--- src/rtl/hpu_qualified_pipe_elastic.sv ---
// ---------------------------------------------------------------------------
// hpu_qualified_pipe_elastic
//
// DEPTH-stage elastic pipeline carrying a data field and a control field,
// with valid/ready handshakes on both sides. Empty stages always accept,
// so backpressure stalls only the occupied tail of the pipe (bubbles
// collapse). A synchronous flush empties the pipe. The occupancy output
// counts the valid stages.
//
// Ports:
//   clk        clock, all logic on posedge
//   s_rst      synchronous reset, active-high
//   flush      discard all pipe contents this cycle
//   in_vld     input entry valid
//   in_rdy     pipe accepts input this cycle (combinational from out_rdy)
//   in_data    input payload  [DATA_WIDTH]
//   in_ctrl    input control  [CTRL_WIDTH]
//   out_vld    output entry valid (stage DEPTH-1)
//   out_rdy    downstream accepts
//   out_data   output payload [DATA_WIDTH]
//   out_ctrl   output control [CTRL_WIDTH]
//   occupancy  number of valid stages [$clog2(DEPTH+1)]
// ---------------------------------------------------------------------------
module hpu_qualified_pipe_elastic #(
    parameter int                    DEPTH      = 2,
    parameter int                    DATA_WIDTH = 32,
    parameter int                    CTRL_WIDTH = 32,
    parameter logic [CTRL_WIDTH-1:0] CTRL_RST   = '0
) (
    input  logic                         clk,
    input  logic                         s_rst,
    input  logic                         flush,
    input  logic                         in_vld,
    output logic                         in_rdy,
    input  logic [DATA_WIDTH-1:0]        in_data,
    input  logic [CTRL_WIDTH-1:0]        in_ctrl,
    output logic                         out_vld,
    input  logic                         out_rdy,
    output logic [DATA_WIDTH-1:0]        out_data,
    output logic [CTRL_WIDTH-1:0]        out_ctrl,
    output logic [$clog2(DEPTH+1)-1:0]   occupancy
);

    localparam int OCC_W = $clog2(DEPTH + 1);

    logic [DEPTH-1:0]      vld_q;
    logic [DATA_WIDTH-1:0] data_q   [DEPTH];
    logic [CTRL_WIDTH-1:0] ctrl_q   [DEPTH];

    logic [DEPTH-1:0]      adv;
    logic [DEPTH-1:0]      src_vld;
    logic [DATA_WIDTH-1:0] src_data [DEPTH];
    logic [CTRL_WIDTH-1:0] src_ctrl [DEPTH];

    logic                  in_xfer;
    logic                  out_xfer;

    // NOTE: every signal driven here gets a value on every path (defaults
    // first), otherwise synthesis infers a latch.
    always_comb begin
        adv     = '0;
        src_vld = '0;
        for (int i = 0; i < DEPTH; i++) begin
            src_data[i] = '0;
            src_ctrl[i] = '0;
        end

        // Stage i may advance when downstream accepts or when any stage at or
        // after i is empty. This is the !vld[i] | adv[i+1] chain unrolled, so
        // adv has no dependency on itself.
        for (int i = 0; i < DEPTH; i++) begin
            adv[i] = out_rdy || (|(~vld_q & ({DEPTH{1'b1}} << i)));
        end

        // Upstream source of each stage: the input port for stage 0.
        src_vld[0]  = in_vld;
        src_data[0] = in_data;
        src_ctrl[0] = in_ctrl;
        for (int i = 1; i < DEPTH; i++) begin
            src_vld[i]  = vld_q[i-1];
            src_data[i] = data_q[i-1];
            src_ctrl[i] = ctrl_q[i-1];
        end
    end

    // Flush blocks both handshakes for the cycle it is asserted.
    assign in_rdy   = adv[0] && !flush;
    assign out_vld  = vld_q[DEPTH-1] && !flush;
    assign out_data = data_q[DEPTH-1];
    assign out_ctrl = ctrl_q[DEPTH-1];

    assign in_xfer  = in_vld && in_rdy;
    assign out_xfer = out_vld && out_rdy;

    // NOTE: state registers use non-blocking assignments so every stage
    // samples the pre-edge value of its upstream neighbour.
    always_ff @(posedge clk) begin
        if (s_rst || flush) begin
            vld_q     <= '0;
            occupancy <= '0;
            for (int i = 0; i < DEPTH; i++) begin
                ctrl_q[i] <= CTRL_RST;
            end
        end else begin
            for (int i = 0; i < DEPTH; i++) begin
                if (adv[i]) begin
                    vld_q[i] <= src_vld[i];
                    // A bubble moving in leaves the old ctrl in place.
                    if (src_vld[i]) begin
                        ctrl_q[i] <= src_ctrl[i];
                    end
                end
            end
            occupancy <= occupancy + OCC_W'(in_xfer) - OCC_W'(out_xfer);
        end
    end

    // NOTE: the payload registers carry no reset; vld_q qualifies them, and
    // leaving them out of reset keeps the reset tree small.
    always_ff @(posedge clk) begin
        if (!flush) begin
            for (int i = 0; i < DEPTH; i++) begin
                if (adv[i] && src_vld[i]) begin
                    data_q[i] <= src_data[i];
                end
            end
        end
    end

endmodule

--- config.mk ---
export PLATFORM = sky130hd
export DESIGN_NAME = hpu_qualified_pipe_elastic
export DESIGN_NICKNAME = d
export VERILOG_FILES = /design/src/rtl/hpu_qualified_pipe_elastic.sv
export SDC_FILE = /design/constraint.sdc
export NUM_CORES = 1
export LEC_CHECK = 0
export ABC_AREA = 1
export CAP_MARGIN = 30
export CORE_ASPECT_RATIO = 0.75
export CORE_MARGIN = 2
export CORE_UTILIZATION = 40
export CTS_CLUSTER_DIAMETER = 40
export DETAILED_ROUTE_END_ITERATION = 8
export GPL_ROUTABILITY_DRIVEN = 0
export PLACE_DENSITY = 0.73
export SYNTH_ARGS = -nofsm -noshare
export SYNTH_HDL_FRONTEND = slang
export SYNTH_SLANG_ARGS = --single-unit
--- constraint.sdc ---
create_clock -name clk -period 4 [get_ports clk]
set_input_delay 0.8 -clock clk [delete_from_list [all_inputs] [get_ports clk]]
set_output_delay 0.8 -clock clk [all_outputs]
set_load 0.02 [all_outputs]
### Yosys cells after proc, flatten, opt, wreduce, memory -nomap -nowiden

Memories as Yosys holds them, arrays and structs flattened.
Index checks and enable logic that the tools add are counted.
Widths: inputs -> output; s select.

* $add $sub $neg: 2
* reductions and logical operators: 11
* mux-type cells: 18
* bitwise logic cells: 3

Operators by type and width (number)
* $mux 32: 2
* $mux 1: 16
* $logic_and 1x1->1: 6
* $logic_or 1x1->1: 3
* $add 2x1->2: 1
* $not 2->2: 1
* $or 1x1->1: 2
* $reduce_or 2->1: 1
* $sub 2x1->2: 1
* $logic_not 1->1: 1

* memories: 2
* output and inout bits: 68
* bits of input ports: 69
* bits in writable memories: 128
* bits in registers: 4

Memories
* ctrl_q: words 2, width 32, read ports 2, clocked after Yosys merged registers in 0, wr ports 2, RTL line 48 `logic [CTRL_WIDTH-1:0] ctrl_q [DEPTH];`
* data_q: words 2, width 32, read ports 2, clocked after Yosys merged registers in 0, wr ports 2, RTL line 47 `logic [DATA_WIDTH-1:0] data_q [DEPTH];`

### Longest topological paths before layout

Gate-level depths: netlist of the first run.

* depth after elaboration: 7
* depth in mapped cells: 12

### Worst setup path after synthesis of the first run

OpenSTA, ideal clock, no wires.

* kind: input to register
* start: in out_rdy
* end: reg occupancy[1]
* library setup time: 115 ps
* path slack: 299 ps
* required time: 3885 ps
* data arrival time: 3586 ps
* cell stages on the path: 11
* path buffers: 0
* cell sequence: inv_1 > nand3_1 > nand2_1 > nor2_1 > inv_1 > ha_1 > inv_1 > ha_1 > or2_2 > a21oi_1 > nor2_1

* word-level cells in the longest chain between the ends: 5

RTL lines
* start: declaration: RTL line 38 `input logic out_rdy,`
* $logic_or 1x1->1: RTL line 72 `adv[i] = out_rdy || (|(~vld_q & ({DEPTH{1'b1}} << i)));`
* $logic_and 1x1->1: RTL line 87 `assign in_rdy = adv[0] && !flush;`
* $logic_and 1x1->1: RTL line 92 `assign in_xfer = in_vld && in_rdy;`
* $add 2x1->2: RTL line 114 `occupancy <= occupancy + OCC_W'(in_xfer) - OCC_W'(out_xfer);`
* $sub 2x1->2 *: RTL line 114
* end signal: assignment: RTL line 114
* end: declaration: RTL line 41 `output logic [$clog2(DEPTH+1)-1:0] occupancy`

Mark *: on every way between the ends. The rest lies on a longest branch, timed or not.
A chain may end at the register's enable or synchronous reset.

### Worst setup path in the final report of the first run

* start: in flush
* end: out in_rdy

* word-level cells in the longest chain between the ends: 2

RTL lines
* start: declaration: RTL line 32 `input logic flush,`
* $logic_not 1->1
* $logic_and 1x1->1: RTL line 87
* end: declaration: RTL line 34 `output logic in_rdy,`

No other way between the ends.

==> qor.csv, run 1 <==
stage,metric,value,unit
status,run status,"finished, final reports clean",
yosys,Post-Syn Instances,367,
sta,Fin Hold WS,416.6,ps
drt,drt drc,0,
sta,PnR worst setup slack,925.4,ps
worst_hold_path,Worst Hold Class,register to register,
yosys,xor and xnor fraction of the mapped netlist area,0,%
worst_hold_path,hold path cells,0,
sta,Tmin final,3075,ps
cells_and_area,ant diodes,0,
yosys,Synthesized Nets,438,
worst_setup_path,worst reg2reg path endpoint,occupancy[1],
floorplan,Core Area,12970,um^2
power_and_ir_drop,Internal,2636,uW
place,dpl cells,601,
worst_setup_path,R2R cell count,10,
floorplan,full die area,14250,um^2
sta,Fin Setup TNS,0,ps
sta,RSZ-0062 raised after global routing,no,
sta,Final setup viols,0,
sta,final hold violation count,0,
sta,Slew headroom,40.21,%
clocking,Worst-path clk slew,50,ps
clocking,CTS Hold Buffers Added,0,
floorplan,IO Count,137,
drt,met2 routed WL,4307,um
yosys,Synth Area in Adders,0.4705,%
power_and_ir_drop,Peak VDD IR,0.2829,mV
worst_hold_path,hold_sp,data_q[0][8],
sta,Slew @ Worst Pin,894.7,ps
drt,via count,2674,
power_and_ir_drop,sw power,710.7,uW
yosys,Simple-Gate Fraction of Synth Area,2.117,%
power_and_ir_drop,Pleak,0.002568,uW
worst_setup_path,Startpoint Class,input port,
clocking,count of cells resized by post-cts repair,0,
cells_and_area,Final #Nets,520,
clocking,root buffer selected by CTS,clkbuf_16,
sta,skew final,8.693,ps
global_route,pin count of the biggest net entering global routing,65,
power_and_ir_drop,combinational share of power,6.4,%
place,HPWL after DPL,5758,um
yosys,YS warnings,0,
clocking,CTS max path bufs,2,
worst_hold_path,WHS Endpoint,data_q[0][40],
worst_setup_path,Crit Path Class,input port to output port,
place,Port-buffer cells,136,
drt,Post-DRT Antenna Nets,0,
floorplan,Die Y,103.9,um
global_route,first-pass GRT wire length,13700,um
clocking,Worst-Skew Late Latency,400,ps
floorplan,# rows,36,
clocking,cts bufs inserted,17,
drt,max layer used,met4,
worst_setup_path,Crit path arrival time,2270,ps
drt,DR vias/cell,4.224,
clocking,H-tree levels,4,
worst_setup_path,"Data required, critical path",3200,ps
yosys,largest family of logic cells by synthesized area,buffers and inverters,
worst_setup_path,FF-to-FF Start,vld_q[0],
global_route,vias in the first global route,2748,
worst_setup_path,reg2reg setup slack,2050,ps
sta,crit share post-route,76.86,%
clocking,CTS tree,built,
yosys,"Seq/Total Area, Yosys",73.77,%
power_and_ir_drop,Flop pwr share,48.1,%
run,max cap viols,0,
yosys,Netlist cell types,16,
worst_setup_path,peak fanout along the critical path,6,
drt,met1 wire length,3699,um
cells_and_area,Fill cells,1041,
power_and_ir_drop,sw frac,21.24,%
yosys,number of synthesized register bits,132,
cells_and_area,share of layout cells above drive strength 1,10.82,%
power_and_ir_drop,Pwr Density,484.3,nW/um^2
place,pre-CTS setup slack,944.4,ps
drt,Avg WL per Cell,13.39,um
drt,Met3 Routed Length,400,um
clocking,postcts setup bufs,0,
sta,highest clock rate,325.3,MHz
drt,total length of routed wires,8473,um
global_route,grt ovf,0,
yosys,post-synthesis mux area share,0,%
floorplan,Starting Density,41.00,%
cells_and_area,area growth from synthesis to layout,29.90,%
power_and_ir_drop,clock share of power,45.5,%
yosys,Synth Area in Compound Gates,7.128,%
drt,1st-iter DRT viols,149,
global_route,initial antenna violation count,0,
yosys,"Cell Area, Synth",5319,um^2
cells_and_area,Finished Layout Cells,633,
floorplan,Chip Width,137.2,um
sta,Final Max Tran Viols,0,
worst_setup_path,CP Capture Type,output port,
global_route,total track usage,12.73,%
clocking,clock sinks,132,
drt,drt pass-1 iters,4,
yosys,Mean Syn Cell Area,14.49,um^2
[metal layers]
metal / global-route usage, % / vias to the layer above
met5: 0 / -
met4: 4.418 / 0
met3: 4.142 / 7
met2: 20.93 / 87
met1: 15.73 / 1243
li1: - / 1337
[flip-flops by register name, summed over array words and instances (netlist names)]
register / cells
occupancy: 2
vld_q: 2
ctrl_q: 64
data_q: 64
[per-stage QoR]
step / area (um^2) / total power [uW] / util (%)
6_report: 6909 / 3346 / 53.26
5_1_grt: 6909 / 3466 / 53.26
4_1_cts: 6909 / 3381 / 53.26
3_5_place_dp: 6316 / 1856 / 48.69
3_3_place_gp: 6316 / 1849 / 48.69
2_1_floorplan: 5319 / 1755 / -
[power groups by stage]
| stage | registers (uW) | logic, uW | clock network, uW |
|---|---|---|---|
| after detailed placement | 1640 | 218 | 0 |
| after global placement | 1640 | 214 | 0 |
| after floorplan | 1630 | 121 | 0 |
| after global routing | 1620 | 234 | 1620 |
| after CTS | 1610 | 218 | 1550 |
| final | 1610 | 216 | 1520 |
[cells in the mapped netlist (all sizes together)]
| library cell | n | area (um^2) |
|---|---|---|
| nand3 | 4 | 45.04 |
| edfxtp | 128 | 3844 |
| ha | 2 | 25.02 |
| nor2 | 6 | 30.03 |
| buf | 76 | 615.6 |
| nor3 | 1 | 5.000 |
| a21oi | 67 | 372.8 |
| a31oi | 1 | 6.260 |
| dfxtp | 4 | 80.08 |
| nand2 | 7 | 26.28 |
| or2 | 1 | 6.260 |
| inv | 70 | 262.8 |
[worst max-delay path: stages]
cell,delay [ps]
clkdlybuf4s50_1,590
a31oi_1,250
clkdlybuf4s50_1,630
[worst max path at each step]
stage | from | to | slack [ps] | cells after the start
floorplan | out_rdy | occupancy[1] | 300 | 11
global placement | flush | in_rdy | 960 | 3
detailed placement | flush | in_rdy | 940 | 3
CTS | flush | in_rdy | 930 | 3
global route | flush | in_rdy | 900 | 3
finish | flush | in_rdy | 930 | 3
[kinds of logic after synthesis]
kind of cell    count (synthesis)
compound gates                 68
fa+ha+maj                       2
buf+inv                       146
flops                         132
simple gates                   19
[cell type report]
cell class,count,area [um^2],share of cell area [%]
Clock buffer,17,425.4,6.157
Timing Repair Buffer,139,1384,20.03
Sequential cell,132,3924,56.79
Multi-Input combinational cell,89,531.8,7.696
Clock inverter,15,167.7,2.427
Tap cell,171,214.0,3.097
Inverter,70,262.8,3.803
[cell usage in the layout (no fill, tap or decap), types with 2 or more instances in the layout]
cell	count
edfxtp_1	128
nor2_1	3
nand2_1	7
a21oi_1	57
clkdlybuf4s50_1	136
clkbuf_16	17
buf_4	3
inv_1	70
dfxtp_1	4
bufinv_16	2
clkinv_4	4
a21oi_2	10
nand3_1	2
nand3_4	2
inv_6	7
nor2_4	3
ha_1	2
Power figures use the tool's default switching activity.
==> run 2: changes to the inputs <==
--- a/config.mk
+++ b/config.mk
@@ -13,7 +13,7 @@
 export CTS_CLUSTER_DIAMETER = 40
 export DETAILED_ROUTE_END_ITERATION = 8
 export GPL_ROUTABILITY_DRIVEN = 0
-export PLACE_DENSITY = 0.73
+export PLACE_DENSITY = 0.75
 export SYNTH_ARGS = -nofsm -noshare
 export SYNTH_HDL_FRONTEND = slang
 export SYNTH_SLANG_ARGS = --single-unit
==> constraint.sdc (replaced) <==
create_clock -name clk -period 2.8 [get_ports clk]
set_input_delay 0.56 -clock clk [delete_from_list [all_inputs] [get_ports clk]]
set_output_delay 0.56 -clock clk [all_outputs]
set_load 0.02 [all_outputs]
==> run 2 against run 1 <==
Net effect: clock skew is 1.1 ps lower; count of clock-buffer cells in the layout grew 4; via count up 1.1%; core utilization about the same; setup slack got worse by 540 ps; hold slack better by 0.70 ps; register-to-register slack worse by 1200 ps; power rose by 37%; sequential power up 43%; design area is essentially flat; clock power up 28%; critical path type unchanged.
==> qor.csv, run 2 (same netlist as run 1, synthesis figures left out) <==
stage,metric,value,unit,change
status,run status,"finished, final reports clean",,unchanged
worst_setup_path,Crit Path Class,input port to output port,,unchanged
power_and_ir_drop,clock share of power,42.8,%,was 45.5%
drt,Post-DRT Antenna Nets,0,,unchanged
cells_and_area,Fill cells,1061,,was 1041
clocking,H-tree levels,4,,unchanged
sta,Final setup viols,0,,unchanged
floorplan,Die Y,103.9,um,unchanged
global_route,first-pass GRT wire length,13650,um,was 13700 um
floorplan,Starting Density,41.00,%,unchanged
sta,highest clock rate,413.5,MHz,
drt,drt drc,0,,unchanged
sta,Slew headroom,71.52,%,was 40.21%
worst_setup_path,crit-path most repeated cell,clkdlybuf4s50_1,,unchanged
clocking,CTS Hold Buffers Added,0,,unchanged
drt,DR vias/cell,4.237,,was 4.224
power_and_ir_drop,Pwr Density,661.7,nW/um^2,was 484.3 nW/um^2
cells_and_area,design area,6907,um^2,was 6909 um^2
sta,skew final,7.634,ps,was 8.693 ps
clocking,CTS tree,built,,unchanged
cells_and_area,share of layout cells above drive strength 1,10.49,%,was 10.82%
worst_setup_path,"Data required, critical path",2240,ps,was 3200 ps
global_route,initial antenna violation count,0,,unchanged
worst_setup_path,CP Capture Type,output port,,unchanged
sta,Final Max Tran Viols,0,,unchanged
place,placed cell areas,6379,um^2,was 6316 um^2
clocking,root buffer selected by CTS,clkbuf_16,,unchanged
global_route,grt ovf,0,,unchanged
floorplan,IO Count,137,,unchanged
worst_setup_path,reg2reg setup slack,850,ps,was 2050 ps
power_and_ir_drop,Flop pwr share,50.3,%,was 48.1%
floorplan,# rows,36,,unchanged
power_and_ir_drop,combinational share of power,6.9,%,was 6.4%
power_and_ir_drop,sw frac,20.26,%,was 21.24%
cells_and_area,Final #Nets,525,,was 520
cells_and_area,area growth from synthesis to layout,29.85,%,was 29.90%
cells_and_area,"commonest non-fill, non-tap cell in the layout",clkdlybuf4s50_1,,unchanged
sta,crit share post-route,86.37,%,
worst_setup_path,Crit path arrival time,1860,ps,was 2270 ps
sta,Tmin final,2418,ps,
worst_setup_path,"delay-heaviest family, CP",buffers and inverters,,unchanged
worst_setup_path,Critical Path Slowest Stage Cell,clkdlybuf4s50_1,,unchanged
clocking,CTS max path bufs,2,,unchanged
global_route,vias in the first global route,2732,,was 2748
global_route,total track usage,12.63,%,was 12.73%
sta,RSZ-0062 raised after global routing,no,,unchanged
clocking,Worst-path clk slew,50,ps,about the same
worst_setup_path,Startpoint Class,input port,,unchanged
cells_and_area,most frequent cells in the layout,"clkdlybuf4s50_1, edfxtp_1, inv_1",,unchanged
worst_setup_path,peak fanout along the critical path,4,,was 6
drt,1st-iter DRT viols,127,,was 149
worst_setup_path,max incr delay on CP,630,ps,about the same
power_and_ir_drop,Peak VDD IR,0.3841,mV,was 0.2829 mV
power_and_ir_drop,sw power,926.0,uW,was 710.7 uW
power_and_ir_drop,Pleak,0.002565,uW,was 0.002568 uW
global_route,pin count of the biggest net entering global routing,65,,unchanged
floorplan,Chip Width,137.2,um,unchanged
clocking,clock sinks,132,,unchanged
cells_and_area,leading registers by flop count,"ctrl_q: 64 flops, data_q: 64 flops",,unchanged
worst_hold_path,Worst Hold Class,register to register,,unchanged
sta,Fin Setup TNS,0,ps,unchanged
drt,Avg WL per Cell,13.35,um,was 13.39 um
power_and_ir_drop,Internal,3644,uW,was 2636 uW
clocking,count of cells resized by post-cts repair,0,,unchanged
drt,total length of routed wires,8515,um,was 8473 um
floorplan,Core Area,12970,um^2,unchanged
worst_setup_path,cell chain of the critical path,clkdlybuf4s50_1 > inv_1 > a31oi_1 > clkdlybuf4s50_1,,was clkdlybuf4s50_1 > a31oi_1 > clkdlybuf4s50_1
drt,drt pass-1 iters,4,,unchanged
cells_and_area,ant diodes,0,,unchanged
sta,final hold violation count,0,,unchanged
drt,via count,2703,,was 2674
floorplan,full die area,14250,um^2,unchanged
place,HPWL after DPL,5818,um,was 5758 um
worst_setup_path,CP Buf/Inv Count,3,,was 2
clocking,Worst-Skew Late Latency,400,ps,about the same
clocking,postcts setup bufs,0,,unchanged
run,max cap viols,0,,unchanged
sta,Slew @ Worst Pin,427.3,ps,was 894.7 ps
clocking,cts bufs inserted,17,,unchanged
place,Port-buffer cells,136,,unchanged
## run 2: changes by cell type in the layout (fill, tap and decap cells not counted), sizes merged
cell / previous run / this run
clkinv: 5 / 7
clkinvlp: 1 / 3
bufinv: 2 / 1
clkbuf: 17 / 21
buf: 3 / 8
inv: 77 / 70
## run 2: path summary, 6_finish.rpt
check / startpoint / to / cells after the start
hold / removal: data_q[0][26] / data_q[0][58] / 0
setup / recovery: out_rdy / in_rdy / 4
hold reg to reg: data_q[0][26] / data_q[0][58] / 0
setup reg to reg: vld_q[0] / occupancy[1] / 10
## run 2: power groups by stage
stage                     clock network, uW  registers, uW  logic [uW]
after floorplan                           0           2330         174
after global placement                    0           2340         312
after detailed placement                  0           2340         318
after CTS                              2000           2300         320
after global routing                   2100           2310         341
final                                  1950           2300         316
## run 2: stage by stage
step	hold slack, ps	std cells	total power [uW]	utilization, %	worst slack [ps]
6_report	417.3	638	4570	53.24	381.7
5_1_grt	424.0	638	4752	53.24	289.3
4_1_cts	417.8	638	4626	53.24	375.9
3_5_place_dp	404.5	606	2660	49.17	160.0
3_3_place_gp	400.2	606	2648	49.17	256.6
2_1_floorplan	400.3	367	2507	-	182.8
## run 2: cell type report
type / instances / area (um^2) / area share (%)
inverter: 70 / 262.8 / 3.804
clock buffer: 21 / 440.4 / 6.377
sequential: 132 / 3924 / 56.81
clock inverter: 11 / 87.58 / 1.268
multi-input combinational: 89 / 531.8 / 7.699
timing repair buffer: 144 / 1446 / 20.94
tap: 171 / 214.0 / 3.098
## run 2: metal layers
metal  vias up  GRT usage [%]  routed length, um
met5         -              0                  0
met4         0          5.081                 95
met3        10          4.045                421
met2        81          19.69               4251
met1      1257          16.35               3748
li1       1355              -                  -
==> run 3: changes to the inputs <==
--- a/config.mk
+++ b/config.mk
@@ -10,10 +10,12 @@
 export CORE_ASPECT_RATIO = 0.75
 export CORE_MARGIN = 2
 export CORE_UTILIZATION = 40
+export CTS_BUF_LIST = sky130_fd_sc_hd__clkbuf_8
 export CTS_CLUSTER_DIAMETER = 40
 export DETAILED_ROUTE_END_ITERATION = 8
 export GPL_ROUTABILITY_DRIVEN = 0
-export PLACE_DENSITY = 0.75
+export PLACE_DENSITY = 0.73
+export SKIP_CTS_REPAIR_TIMING = 1
 export SYNTH_ARGS = -nofsm -noshare
 export SYNTH_HDL_FRONTEND = slang
 export SYNTH_SLANG_ARGS = --single-unit
==> constraint.sdc (replaced) <==
create_clock -name clk -period 2.4 [get_ports clk]
set_input_delay 0.48 -clock clk [delete_from_list [all_inputs] [get_ports clk]]
set_output_delay 0.48 -clock clk [all_outputs]
set_load 0.02 [all_outputs]
==> run 3 against run 2 <==
Net effect: combinational power up 18%; largest cell class unchanged; die area unchanged; sequential share of layout area about the same; clock skew up 4.0 ps; critical path type unchanged; register-to-register slack worse by 290 ps.
==> qor.csv, run 3 (same netlist as run 1, synthesis figures left out) <==
stage,metric,value,unit,change
clocking,CTS tree,built,,unchanged
power_and_ir_drop,Flop pwr share,50.7,%,was 50.3%
sta,Tmin final,2299,ps,
cells_and_area,share of layout cells above drive strength 1,12.34,%,was 10.49%
clocking,clock sinks,132,,unchanged
floorplan,Core Area,12970,um^2,unchanged
worst_setup_path,Crit Path Class,input port to output port,,unchanged
cells_and_area,Finished Layout Cells,641,,was 638
global_route,first-pass GRT wire length,13910,um,was 13650 um
cells_and_area,Fill cells,1070,,was 1061
worst_setup_path,Startpoint Class,input port,,unchanged
worst_setup_path,cell chain of the critical path,clkdlybuf4s50_1 > a31oi_1 > clkdlybuf4s50_1,,was clkdlybuf4s50_1 > inv_1 > a31oi_1 > clkdlybuf4s50_1
power_and_ir_drop,sw power,1085,uW,was 926.0 uW
worst_setup_path,CP Capture Type,output port,,unchanged
cells_and_area,ant diodes,0,,unchanged
cells_and_area,leading registers by flop count,"ctrl_q: 64 flops, data_q: 64 flops",,unchanged
global_route,vias in the first global route,2820,,was 2732
worst_setup_path,Crit path arrival time,1820,ps,was 1860 ps
place,placed cell areas,6421,um^2,was 6379 um^2
worst_setup_path,"Data required, critical path",1920,ps,was 2240 ps
clocking,Worst-Skew Late Latency,440,ps,was 400 ps
global_route,initial antenna violation count,0,,unchanged
drt,Post-DRT Antenna Nets,0,,unchanged
drt,via count,2787,,was 2703
sta,RSZ-0062 raised after global routing,no,,unchanged
drt,DR vias/cell,4.348,,was 4.237
floorplan,IO Count,137,,unchanged
cells_and_area,Final #Nets,528,,was 525
clocking,root buffer selected by CTS,clkbuf_8,,was clkbuf_16
worst_setup_path,peak fanout along the critical path,5,,was 4
floorplan,Starting Density,41.00,%,unchanged
clocking,CTS max path bufs,2,,unchanged
global_route,total track usage,13.20,%,was 12.63%
status,run status,"finished, final reports clean",,unchanged
place,dpl cells,609,,was 606
drt,1st-iter DRT viols,122,,was 127
cells_and_area,"commonest non-fill, non-tap cell in the layout",clkdlybuf4s50_1,,unchanged
cells_and_area,multi-input logic area,526.8,um^2,was 531.8 um^2
sta,skew final,11.61,ps,was 7.634 ps
worst_setup_path,max incr delay on CP,620,ps,was 630 ps
drt,drt pass-1 iters,4,,unchanged
sta,Final Max Tran Viols,0,,unchanged
cells_and_area,most frequent cells in the layout,"clkdlybuf4s50_1, edfxtp_1, inv_1",,unchanged
place,pre-CTS setup slack,-60.83,ps,was 160.0 ps
cells_and_area,FF/Latch Area,3924,um^2,unchanged
sta,Final setup viols,0,,unchanged
run,max cap viols,0,,unchanged
clocking,cts bufs inserted,17,,unchanged
clocking,Worst-path clk slew,70,ps,was 50 ps
floorplan,Chip Width,137.2,um,unchanged
drt,drt drc,0,,unchanged
clocking,H-tree levels,4,,unchanged
sta,highest clock rate,435.0,MHz,
place,HPWL after DPL,6054,um,was 5818 um
power_and_ir_drop,Internal,4199,uW,was 3644 uW
global_route,pin count of the biggest net entering global routing,65,,unchanged
power_and_ir_drop,Peak VDD IR,0.3055,mV,was 0.3841 mV
floorplan,Die Y,103.9,um,unchanged
drt,Avg WL per Cell,13.77,um,was 13.35 um
place,Port-buffer cells,136,,unchanged
power_and_ir_drop,Pwr Density,765.2,nW/um^2,was 661.7 nW/um^2
power_and_ir_drop,combinational share of power,7.1,%,was 6.9%
floorplan,full die area,14250,um^2,unchanged
worst_hold_path,Worst Hold Class,register to register,,unchanged
worst_setup_path,CP Buf/Inv Count,2,,was 3
sta,Slew @ Worst Pin,431.4,ps,was 427.3 ps
drt,total length of routed wires,8827,um,was 8515 um
worst_setup_path,"delay-heaviest family, CP",buffers and inverters,,unchanged
sta,Slew headroom,71.24,%,was 71.52%
floorplan,# rows,36,,unchanged
worst_setup_path,Critical Path Slowest Stage Cell,clkdlybuf4s50_1,,unchanged
power_and_ir_drop,clock share of power,42.3,%,was 42.8%
cells_and_area,area growth from synthesis to layout,29.83,%,was 29.85%
global_route,grt ovf,0,,unchanged
power_and_ir_drop,Pleak,0.002580,uW,was 0.002565 uW
sta,PnR worst setup slack,101.2,ps,was 381.7 ps
cells_and_area,design area,6905,um^2,was 6907 um^2
sta,crit share post-route,95.78,%,
power_and_ir_drop,sw frac,20.54,%,was 20.26%
worst_setup_path,crit-path most repeated cell,clkdlybuf4s50_1,,unchanged
sta,final hold violation count,0,,unchanged
-- run 3: cell types whose count changed in the layout (fill, tap and decap cells not counted) --
cell	before	now
bufinv_16	1	6
buf_12	2	4
clkinv_1	3	1
clkbuf_1	4	0
buf_4	6	7
clkbuf_8	0	17
nor2_2	0	1
clkinvlp_4	3	0
clkbuf_16	17	0
nor2_4	3	2
clkinv_2	3	1
inv_6	0	5
clkinv_4	1	2
-- run 3: layout make-up --
| class | count | area share [%] |
|---|---|---|
| clock inverters | 15 | 3.624 |
| repair buffers | 147 | 21.63 |
| inverters | 70 | 3.805 |
| well taps | 171 | 3.098 |
| clock buffers | 17 | 3.388 |
| flip-flops and latches | 132 | 56.82 |
| multi-input cells | 89 | 7.628 |
-- run 3: final timing paths --
kind	end	cells past startpoint	start	slack (ps)
worst min register to register	data_q[0][45]	0	data_q[0][13]	410
worst max register to register	occupancy[1]	10	vld_q[0]	560
worst min-delay path	data_q[0][45]	0	data_q[0][13]	410
worst max-delay path	in_rdy	3	flush	100
-- run 3: layer usage --
layer	global-route usage [%]	vias to the layer above	share of wire [%]
met3	4.386	20	4.0
met4	7.953	0	2.5
met1	15.06	1340	42
met5	0	-	0
li1	-	1363	-
met2	21.39	64	52
-- run 3: power by group through the flow --
stage	combinational, uW	sequential (uW)	clock [uW]
floorplan	204	2720	0
global placement	369	2720	0
detailed placement	377	2730	0
CTS	379	2680	2290
global route	402	2690	2390
finish	374	2680	2230
-- run 3: metrics by stage --
step	power [uW]	utilization, %	hold slack, ps	TNS (ps)
3_3_place_gp	3093	49.50	400.5	0
3_5_place_dp	3107	49.50	404.5	-60.83
4_1_cts	5348	53.23	415.1	0
6_report	5284	53.23	413.4	0
2_1_floorplan	2924	-	400.3	-83.47
5_1_grt	5473	53.23	420.1	0
-- run 3: worst reg2reg max path: stages, from the launching register on --
cell and delay, ps:
dfxtp_1 360, nand3_1 120, nand2_1 130, nor2_4 110
inv_1 50, ha_1 270, inv_1 50, ha_1 180
or2_2 280, a21oi_1 120, nor2_1 60
==> RTL edit: new RTL, settings of run 1 <==
The parameter `DATA_WIDTH` goes from 32 to 24.
--- a/src/rtl/hpu_qualified_pipe_elastic.sv
+++ b/src/rtl/hpu_qualified_pipe_elastic.sv
@@ -24,5 +24,5 @@
 module hpu_qualified_pipe_elastic #(
     parameter int                    DEPTH      = 2,
-    parameter int                    DATA_WIDTH = 32,
+    parameter int                    DATA_WIDTH = 24,
     parameter int                    CTRL_WIDTH = 32,
     parameter logic [CTRL_WIDTH-1:0] CTRL_RST   = '0
Ports: changed (resized in_data and out_data); port bits go from 137 to 121. No check against the original RTL was run, so the function may have changed too.
==> RTL edit against run 1 <==
- worst setup slack better by 0.066 ns
- routed wire length down 4.3%
- synthesized area down 10%
- design area down 9.5%
- power down 7.1%
- sequential cell count down 16
- die area down 9.8%
==> RTL edit: results (changes against run 1) <==
stage;metric;value;unit;change
outcome;status;finished, final reports clean;;
route;initial detailed-routing violation count;157;;+5.4%
min_path;HP Start;data_q[0][6];;
synth;ys async rst share;0;%;unchanged
synth;ranking of synthesized cells by area;edfxtp_1, buf_4, a21oi_1;;
clock_tree;clk buf depth;2;;unchanged
global_route;global-route wire length before repair;12.5;mm;-8.7%
sta;clk_skew;0.00455;ns;-0.00414 ns
layout;Final nets;481;;-7.5%
route;Detailed Route WL;8.11;mm;-4.3%
min_path;hold path cells;0;;unchanged
layout;FILL cells;949;;-8.8%
worst_setup_path;Worst R2R Start;vld_q[0];;
clock_tree;post-CTS sizing;0;;unchanged
synth;syn_nets;406;;-7.3%
placed_design;Port Buffer Count;120;;-12%
clock_tree;TritonCTS Buffers;17;;unchanged
synth;warnings from Yosys;0;;unchanged
worst_setup_path;R2R Setup Slk;1.98;ns;-0.07 ns
global_route;GRT Total Usage;13.2;%;+0.50 points
sta;hold_ws;0.416;ns;-0.000646 ns
synth;Commonest cells post-synth;edfxtp_1, inv_1, a21oi_1;;
clock_tree;clk slew on worst S/H paths;0.05;ns;about the same
sta;Max-slew headroom;48.3;%;+8.1 points
synth;Seq/Total Area, Yosys;72.1;%;-1.7 points
min_path;Worst Hold Path EP;data_q[0][30];;
layout;biggest regs;ctrl_q (64), data_q (48);;
power;Pleak;2.36;nW;-8.0%
global_route;initial antenna violation count;0;;unchanged
global_route;largest net degree at the start of global routing;65;;unchanged
route;TritonRoute pass-1 iters;4;;unchanged
placed_design;Placed Instances;561;;-6.7%
worst_setup_path;r2r worst-path depth;10;;unchanged
synth;Post-synth EDFFs;112;;-13%
synth;Syn Area/Cell;13.9;sq um;-3.9%
power;highest ir drop seen on vdd;0.277;mV;-2.0%
route;via/cell ratio;4.25;;+0.68%
global_route;vias in the first global route;2527;;-8.0%
layout;fin cells;593;;-6.3%
layout;layout cells sized above 1;11.6;%;+0.78 points
clock_tree;H-tree Lvls;4;;unchanged
placed_design;hpwl dp;5.41;mm;-6.0%
-- RTL edit: changes by cell type in the layout (fill, tap and decap cells not counted), moves of 2 or more --
| cell | delta |
|---|---|
| clkdlybuf4s50_1 | -16 |
| edfxtp_1 | -16 |
| inv_6 | -6 |
| clkinv_2 | +5 |
| clkinv_4 | -2 |
| nor2_2 | +2 |
| nor2_4 | -2 |
-- RTL edit: worst max-delay path, stage by stage --
cell             delay, ns
clkdlybuf4s50_1       0.56
a31oi_1               0.22
clkdlybuf4s50_1       0.63
-- RTL edit: logic make-up (layout without fill, tap and decap cells) --
kind of cell	count (synthesis)	in the layout	share of synthesized area, %
adders and majority gates	2	2	0.524
buffers and inverters	138	226	17.1
DFF	116	116	72.1
and+or+nand+nor	19	19	2.36
AOI/OAI and AO/OA	68	68	7.93
-- RTL edit: layout make-up --
class,count,share of cell area [%]
Inverter,70,4.20
Clock buffer,17,6.81
Sequential cell,116,55.1
Clock inverter,15,2.62
Timing Repair Buffer,124,19.7
Tap cell,162,3.24
Multi-Input combinational cell,89,8.35
-- RTL edit: worst max-delay path by stage --
stage | start | endpoint | slack (ns) | cells after the start
3_3_place_gp | flush | in_rdy | 1.03 | 3
6_report | flush | in_rdy | 0.99 | 3
5_1_grt | flush | in_rdy | 0.93 | 3
4_1_cts | flush | in_rdy | 0.98 | 3
2_1_floorplan | out_rdy | occupancy[1] | 0.65 | 11
3_5_place_dp | flush | in_rdy | 1.0 | 3
-- RTL edit: power breakdown --
part | total (mW) | internal, mW | switching, mW
combinational | 0.202 | 0.103 | 0.0984
sequential | 1.41 | 1.40 | 0.0160
clock | 1.49 | 0.971 | 0.523
total | 3.11 | 2.47 | 0.637
-- RTL edit: metrics by stage --
step | power, mW | area, sq um | utilization (%) | worst slack [ns]
2_1_floorplan | 1.55 | 4780 | - | 0.653
3_3_place_gp | 1.64 | 5660 | 48.8 | 1.03
3_5_place_dp | 1.64 | 5660 | 48.8 | 0.999
4_1_cts | 3.14 | 6250 | 53.8 | 0.985
5_1_grt | 3.22 | 6250 | 53.8 | 0.925
6_report | 3.11 | 6250 | 53.8 | 0.991
-- RTL edit: metal layers --
metal | up-vias | wire [um] | part of all wire, % | track usage [%]
met5 | - | 0 | 0 | 0
met4 | 0 | 121 | 1.5 | 6.37
met3 | 10 | 316 | 3.9 | 4.02
met2 | 59 | 4270 | 53 | 21.9
met1 | 1206 | 3400 | 42 | 15.8
li1 | 1247 | - | - | -
